--- src/rtl/alu_share_arbiter.sv ---
// rtl/alu_share_arbiter.sv - two-requester arbiter in front of one shared combinational ALU
// One operation in flight: accept in IDLE, sample the ALU in EXEC, hold the response in RESP.
module alu_share_arbiter #(
  parameter int DATA_WIDTH = 32,
  parameter int CTRL_WIDTH = 3
) (
  input  logic                  clk,
  input  logic                  reset,
  input  logic                  req0_valid,
  output logic                  req0_ready,
  input  logic [DATA_WIDTH-1:0] req0_a,
  input  logic [DATA_WIDTH-1:0] req0_b,
  input  logic [CTRL_WIDTH-1:0] req0_op,
  input  logic                  req1_valid,
  output logic                  req1_ready,
  input  logic [DATA_WIDTH-1:0] req1_a,
  input  logic [DATA_WIDTH-1:0] req1_b,
  input  logic [CTRL_WIDTH-1:0] req1_op,
  output logic [DATA_WIDTH-1:0] alu_a,
  output logic [DATA_WIDTH-1:0] alu_b,
  output logic [CTRL_WIDTH-1:0] alu_ctrl,
  input  logic [DATA_WIDTH-1:0] alu_z,
  input  logic                  alu_overflow,
  output logic                  rsp_valid,
  output logic                  rsp_id,
  output logic [DATA_WIDTH-1:0] rsp_z,
  output logic                  rsp_overflow,
  input  logic                  rsp_ready,
  output logic [15:0]           op_count
);

  typedef enum logic [1:0] {IDLE, EXEC, RESP} state_t;

  state_t                r_state;
  logic                  r_last_grant;
  logic [DATA_WIDTH-1:0] r_a;
  logic [DATA_WIDTH-1:0] r_b;
  logic [CTRL_WIDTH-1:0] r_op;
  logic                  r_id;
  logic [DATA_WIDTH-1:0] r_z;
  logic                  r_ovf;
  logic                  r_rsp_valid;
  logic [15:0]           r_op_count;

  logic w_idle;
  logic w_grant0;
  logic w_grant1;

  // On contention the requester that was not served last wins.
  assign w_idle   = (r_state == IDLE) && !reset;
  assign w_grant0 = w_idle && req0_valid && (!req1_valid || r_last_grant);
  assign w_grant1 = w_idle && req1_valid && (!req0_valid || !r_last_grant);

  assign req0_ready   = w_grant0;
  assign req1_ready   = w_grant1;
  assign alu_a        = r_a;
  assign alu_b        = r_b;
  assign alu_ctrl     = r_op;
  assign rsp_valid    = r_rsp_valid;
  assign rsp_id       = r_id;
  assign rsp_z        = r_z;
  assign rsp_overflow = r_ovf;
  assign op_count     = r_op_count;

  always_ff @(posedge clk) begin
    if (reset) begin
      r_state      <= IDLE;
      r_last_grant <= 1'b1;
      r_a          <= '0;
      r_b          <= '0;
      r_op         <= '0;
      r_id         <= 1'b0;
      r_z          <= '0;
      r_ovf        <= 1'b0;
      r_rsp_valid  <= 1'b0;
      r_op_count   <= 16'd0;
    end else begin
      case (r_state)
        IDLE: begin
          if (w_grant0) begin
            r_a          <= req0_a;
            r_b          <= req0_b;
            r_op         <= req0_op;
            r_id         <= 1'b0;
            r_last_grant <= 1'b0;
            r_state      <= EXEC;
          end else if (w_grant1) begin
            r_a          <= req1_a;
            r_b          <= req1_b;
            r_op         <= req1_op;
            r_id         <= 1'b1;
            r_last_grant <= 1'b1;
            r_state      <= EXEC;
          end
        end
        EXEC: begin
          r_z         <= alu_z;
          r_ovf       <= alu_overflow;
          r_rsp_valid <= 1'b1;
          r_state     <= RESP;
        end
        RESP: begin
          // Returning to IDLE here means the handshake cycle itself never accepts.
          if (rsp_ready) begin
            r_rsp_valid <= 1'b0;
            r_op_count  <= r_op_count + 16'd1;
            r_state     <= IDLE;
          end
        end
        default: r_state <= IDLE;
      endcase
    end
  end

endmodule

--- config.mk ---
export PLATFORM = sky130hd
export DESIGN_NAME = alu_share_arbiter
export DESIGN_NICKNAME = d
export VERILOG_FILES = /design/src/rtl/alu_share_arbiter.sv
export SDC_FILE = /design/constraint.sdc
export NUM_CORES = 1
export LEC_CHECK = 0
export ABC_CLOCK_PERIOD_IN_PS = 3950
export CAP_MARGIN = 15
export CORE_MARGIN = 2
export CORE_UTILIZATION = 41
export CTS_CLUSTER_DIAMETER = 30
export DETAILED_ROUTE_END_ITERATION = 16
export GPL_TIMING_DRIVEN = 1
export PLACE_DENSITY = 0.87
export RECOVER_POWER = 50
export SYNTH_ARGS = -nofsm -noshare
export SYNTH_HDL_FRONTEND = slang
export SYNTH_SLANG_ARGS = --single-unit
--- constraint.sdc ---
create_clock -name clk -period 3.95 [get_ports clk]
set_input_delay 0.79 -clock clk [delete_from_list [all_inputs] [get_ports clk]]
set_output_delay 0.79 -clock clk [all_outputs]
set_load 0.01 [all_outputs]
* Yosys cells after proc, flatten, opt, wreduce, memory -nomap -nowiden
Cells that the tools add are included.
** Storage, ports and cells
- Register bits after elaboration :: 121
- Bits in latches :: 0
- RAM bits :: 0
- Memory bits (read-only) :: 0
- Output and inout bits :: 120
- Word-level logic and storage cells :: 47
- Memories kept :: 0
** Cells by class
- Add/subtract/negate cells :: 1
- $mul :: 0
- Div/mod/pow operators :: 0
- Order comparisons :: 0
- Equality and inequality tests :: 4
- Shift operators :: 0
- Multiplexer cells :: 14
- Bitwise logic cells :: 0
- Reduce and logical (&&, ||, !) cells :: 18
** Operators by type and width (number)
- 32-bit 2-to-1 mux :: 4
- 16-bit by 1-bit adder with 16-bit output, second input constant :: 1
- 2-bit AND reduction :: 4
- 2-bit 2-to-1 mux :: 3
- 3-bit 2-to-1 mux :: 2
- 2-bit one-hot mux with 3 select lines :: 1
- 1-bit logical AND :: 5
- 1-bit logical NOT :: 4
- 2-bit nonzero test :: 2
- 1-bit 2-to-1 mux :: 3
- 3-bit inequality test, second input constant :: 1
- 2-bit by 1-bit equality test with 1-bit output, second input constant :: 1
- 2-bit equality test, second input constant :: 1
- 2-bit logical NOT :: 1
- 1-bit logical OR :: 2
- 2-bit inequality test, second input constant :: 1
- 1-bit one-hot mux with 2 select lines :: 1

* Logic depth before layout (Yosys ltp)
- Depth after elaboration :: 7
- Depth in mapped cells :: 6

* Worst setup path before layout
Ideal clock, no wire load.
- Path type :: input port to output port
- From :: input port reset
- To :: output port req0_ready
- Data arrival time :: 1554 ps
- Required time :: 3160 ps
- Slack :: 1606 ps
- Stages :: 5
- Path buffers :: 2
- Path through :: nor3_1 -> nand3_1 -> buf_2 -> clkbuf_1 -> inv_1
** On the way
- Word-level cells in the longest chain between the ends :: 4
** RTL lines
- from (decl) :: line 8 : input logic reset,
- 1-bit logical NOT :: line 50 : assign w_idle = (r_state == IDLE) && !reset;
- 1-bit logical AND :: line 50
- 1-bit logical AND (2 in series) :: line 51 : assign w_grant0 = w_idle && req0_valid && (!req1_valid || r_last_grant);
- to (decl) :: line 10 : output logic req0_ready,
No other way between the ends.

* Worst setup path after layout
- From :: input port reset
- To :: output port req1_ready
** On the way
- Word-level cells in the longest chain between the ends :: 4
** RTL lines
- 1-bit logical NOT :: line 50
- 1-bit logical AND :: line 50
- 1-bit logical AND (2 in series) :: line 52 : assign w_grant1 = w_idle && req1_valid && (!req0_valid || !r_last_grant);
- to (decl) :: line 15 : output logic req1_ready,
No other way between the ends.

==> reports/metrics.cfg <==
[setup_path]
critPathKind=input port to output pin
required_ns=3.16
ff2ff_setup_slack_ns=1.36
worst-path-max-fanout=31
end_kind=output pin
cp.arrival_ns=2.28
startpoint_type=input port

[die]
die_width_um=113
dieHeight_um=113
core.rowCount=39
io_pins=292
fp.coreArea_um2=11500
die-area_um2=12800
start_util=0.425

[timing]
slew_headroom=-0.295
period_share=0.777
max_freq_mhz=326
hold_ws_ns=0.448
worst_pin_slew_ns=1.94
setup_viol=0
rsz0062_at_grt=false
drv_slew=92
fin_skew_ns=0.00863
fin_ws_ns=0.879
hold_viol_final=0
tns_ns=0
fin_crit_ns=3.07

[grt]
grtUsageMet1=0.285
grt_pass1_wl_mm=25.8
met2_usage=0.430
grt_pass1_vias=5165
met3_usage=0.0953
antenna_found_initial=1
grt-ovfl-total=0
grt_max_degree=92
grt.busiest_layer=met2
grt.total_usage=0.256

[route]
drt_iter0_drc=319
routedWlPerCell_um=16.0
drt_first_pass_iters=5
antenna_left=0
wirelength_mm=16.7
route.vias.total=5395
drt-vias-per-instance=5.18
drc=0

[synthesis]
synth_top_family_by_area=simple AND/OR/NAND/NOR gates
yosysMostFrequentCell=nand2_1
synth_cells=621
synth_cell_types=33
synth_seq_area_share=0.495
syn_nets=794
synth_simple_gate_area_frac=0.266
synthTopCellsByCount=208 x nand2_1, 121 x dfxtp_1, 80 x nor2_1
synth_fa_ha_area_frac=0.00256
netlist_area_um2=4900
synthFlopType=dfxtp_1
synth_top_area_share=0.495
synth_top_area_cell=dfxtp_1
ys_top_cells_by_area=dfxtp_1 49%, nand2_1 16%, a311oi_1 12%, nor2_1 6.1%, a21oi_1 4.0%
ys_warn_count=0
avgSynthCellArea_um2=7.88
synth_compound_gate_area_share=0.168
synth_edf_count=0
yosys-mux-area-fraction=0.00204
ys_ff_latch=121
synthArstFlopShare=0
synthXorXnorAreaFrac=0.0179

[finish]
syn2layout_area_growth_pct=71.5
final_util=0.729
final_cells=1042
stdcell_area_um2=8400
nNetsFinal=1059
layout-drive-gt1-share=0.0457
fillerInstances=885

[clock_tree]
clk_pin_slew_worst_paths_ns=0.05
h-tree-depth=4
root_buffer=clkbuf_16
post_cts_buffers=0
insertion_delay_ns=0.40
cts_tree=yes
hold_buffers=0
cts_buffer_depth=2
cts_resized=0
cts_buffers=17
clkSinkCount=121

[placed_design]
dpl.hpwl_mm=11.5
place_area_um2=7830
preCtsSetupSlack_ns=0.771
routabilityCongestion=0.860
placedCellCount=1010
port_buffers=291

[outcome]
status=finished with violations
violations=max-capacitance violations, max-slew violations

[power]
power.leakage_nw=3.21
p_total_mw=3.59
ir_worst_vdd_mv=0.235
powerDensity_nw_per_um2=427

[run]
cap_violations=1

[min_path]
min_path_type=register to register

==> flip-flops by register name, summed over array words and instances (netlist names) <==
| name | count |
|---|---|
| alu_b | 32 |
| r_state | 2 |
| rsp_overflow | 1 |
| rsp_valid | 1 |
| r_last_grant | 1 |
| rsp_z | 32 |
| alu_a | 32 |
| alu_ctrl | 3 |
| rsp_id | 1 |
| op_count | 16 |
==> critical path, stage by stage <==
cell and delay [ns]:
buf_4 0.21, nor3_1 0.51, nand3_2 0.16, inv_2 0.08, clkdlybuf4s50_1 0.53
==> area by class of cell <==
cell class / instances / area [µm²] / area share
timing repair buffer: 298 / 2950 / 0.352
sequential: 121 / 2420 / 0.288
multi-input combinational: 445 / 2240 / 0.266
clock buffer: 24 / 502 / 0.0597
tap: 143 / 179 / 0.0213
clock inverter: 7 / 90.1 / 0.0107
inverter: 3 / 11.3 / 0.00134
antenna: 1 / 2.50 / 0.000298
==> cells by family (layout without fill, tap and decap cells) <==
group,Yosys count,count (layout)
compound gates,112,112
mux,1,1
fa+ha+maj,1,1
flops,121,121
xor+xnor,10,10
buf+inv,55,332
other cells,0,1
simple gates,321,321
==> final timing paths <==
| kind | end | cells past startpoint | from |
|---|---|---|---|
| setup / recovery | req1_ready | 5 | reset |
| hold / removal | rsp_z[17] | 2 | rsp_z[17] |
| setup reg to reg | alu_b[1] | 5 | r_state[1] |
| hold reg to reg | rsp_z[17] | 2 | rsp_z[17] |
==> routing by layer <==
layer | wire length (µm) | share of wire
met4 | 504 | 0.030
met2 | 8190 | 0.49
met1 | 6500 | 0.39
met3 | 1520 | 0.091
met5 | 0 | 0
==> layout by cell type (no fill, tap or decap), drive strengths merged, types with 2 or more instances in the layout <==
master,count
xor2,6
dfxtp,121
nand2b,2
buf,5
nand2,208
clkinvlp,2
a311oi,67
clkinv,3
bufinv,2
o21ai,3
nor2,80
nand4,3
o31ai,2
clkdlybuf4s50,220
inv,3
nand3,8
clkbuf,27
nor3,5
and3,3
a21oi,39
or4,2
or3,3
dlygate4sd3,70
xnor2,4
==> power breakdown <==
group	leakage, nW	total [mW]	internal [mW]	switching [mW]
sequential	0.991	1.38	1.33	0.0526
clock	0.288	1.54	1.01	0.529
combinational	1.93	0.671	0.372	0.299
total	3.21	3.59	2.70	0.881
Note: power is estimated with default switching activity, not from simulation.
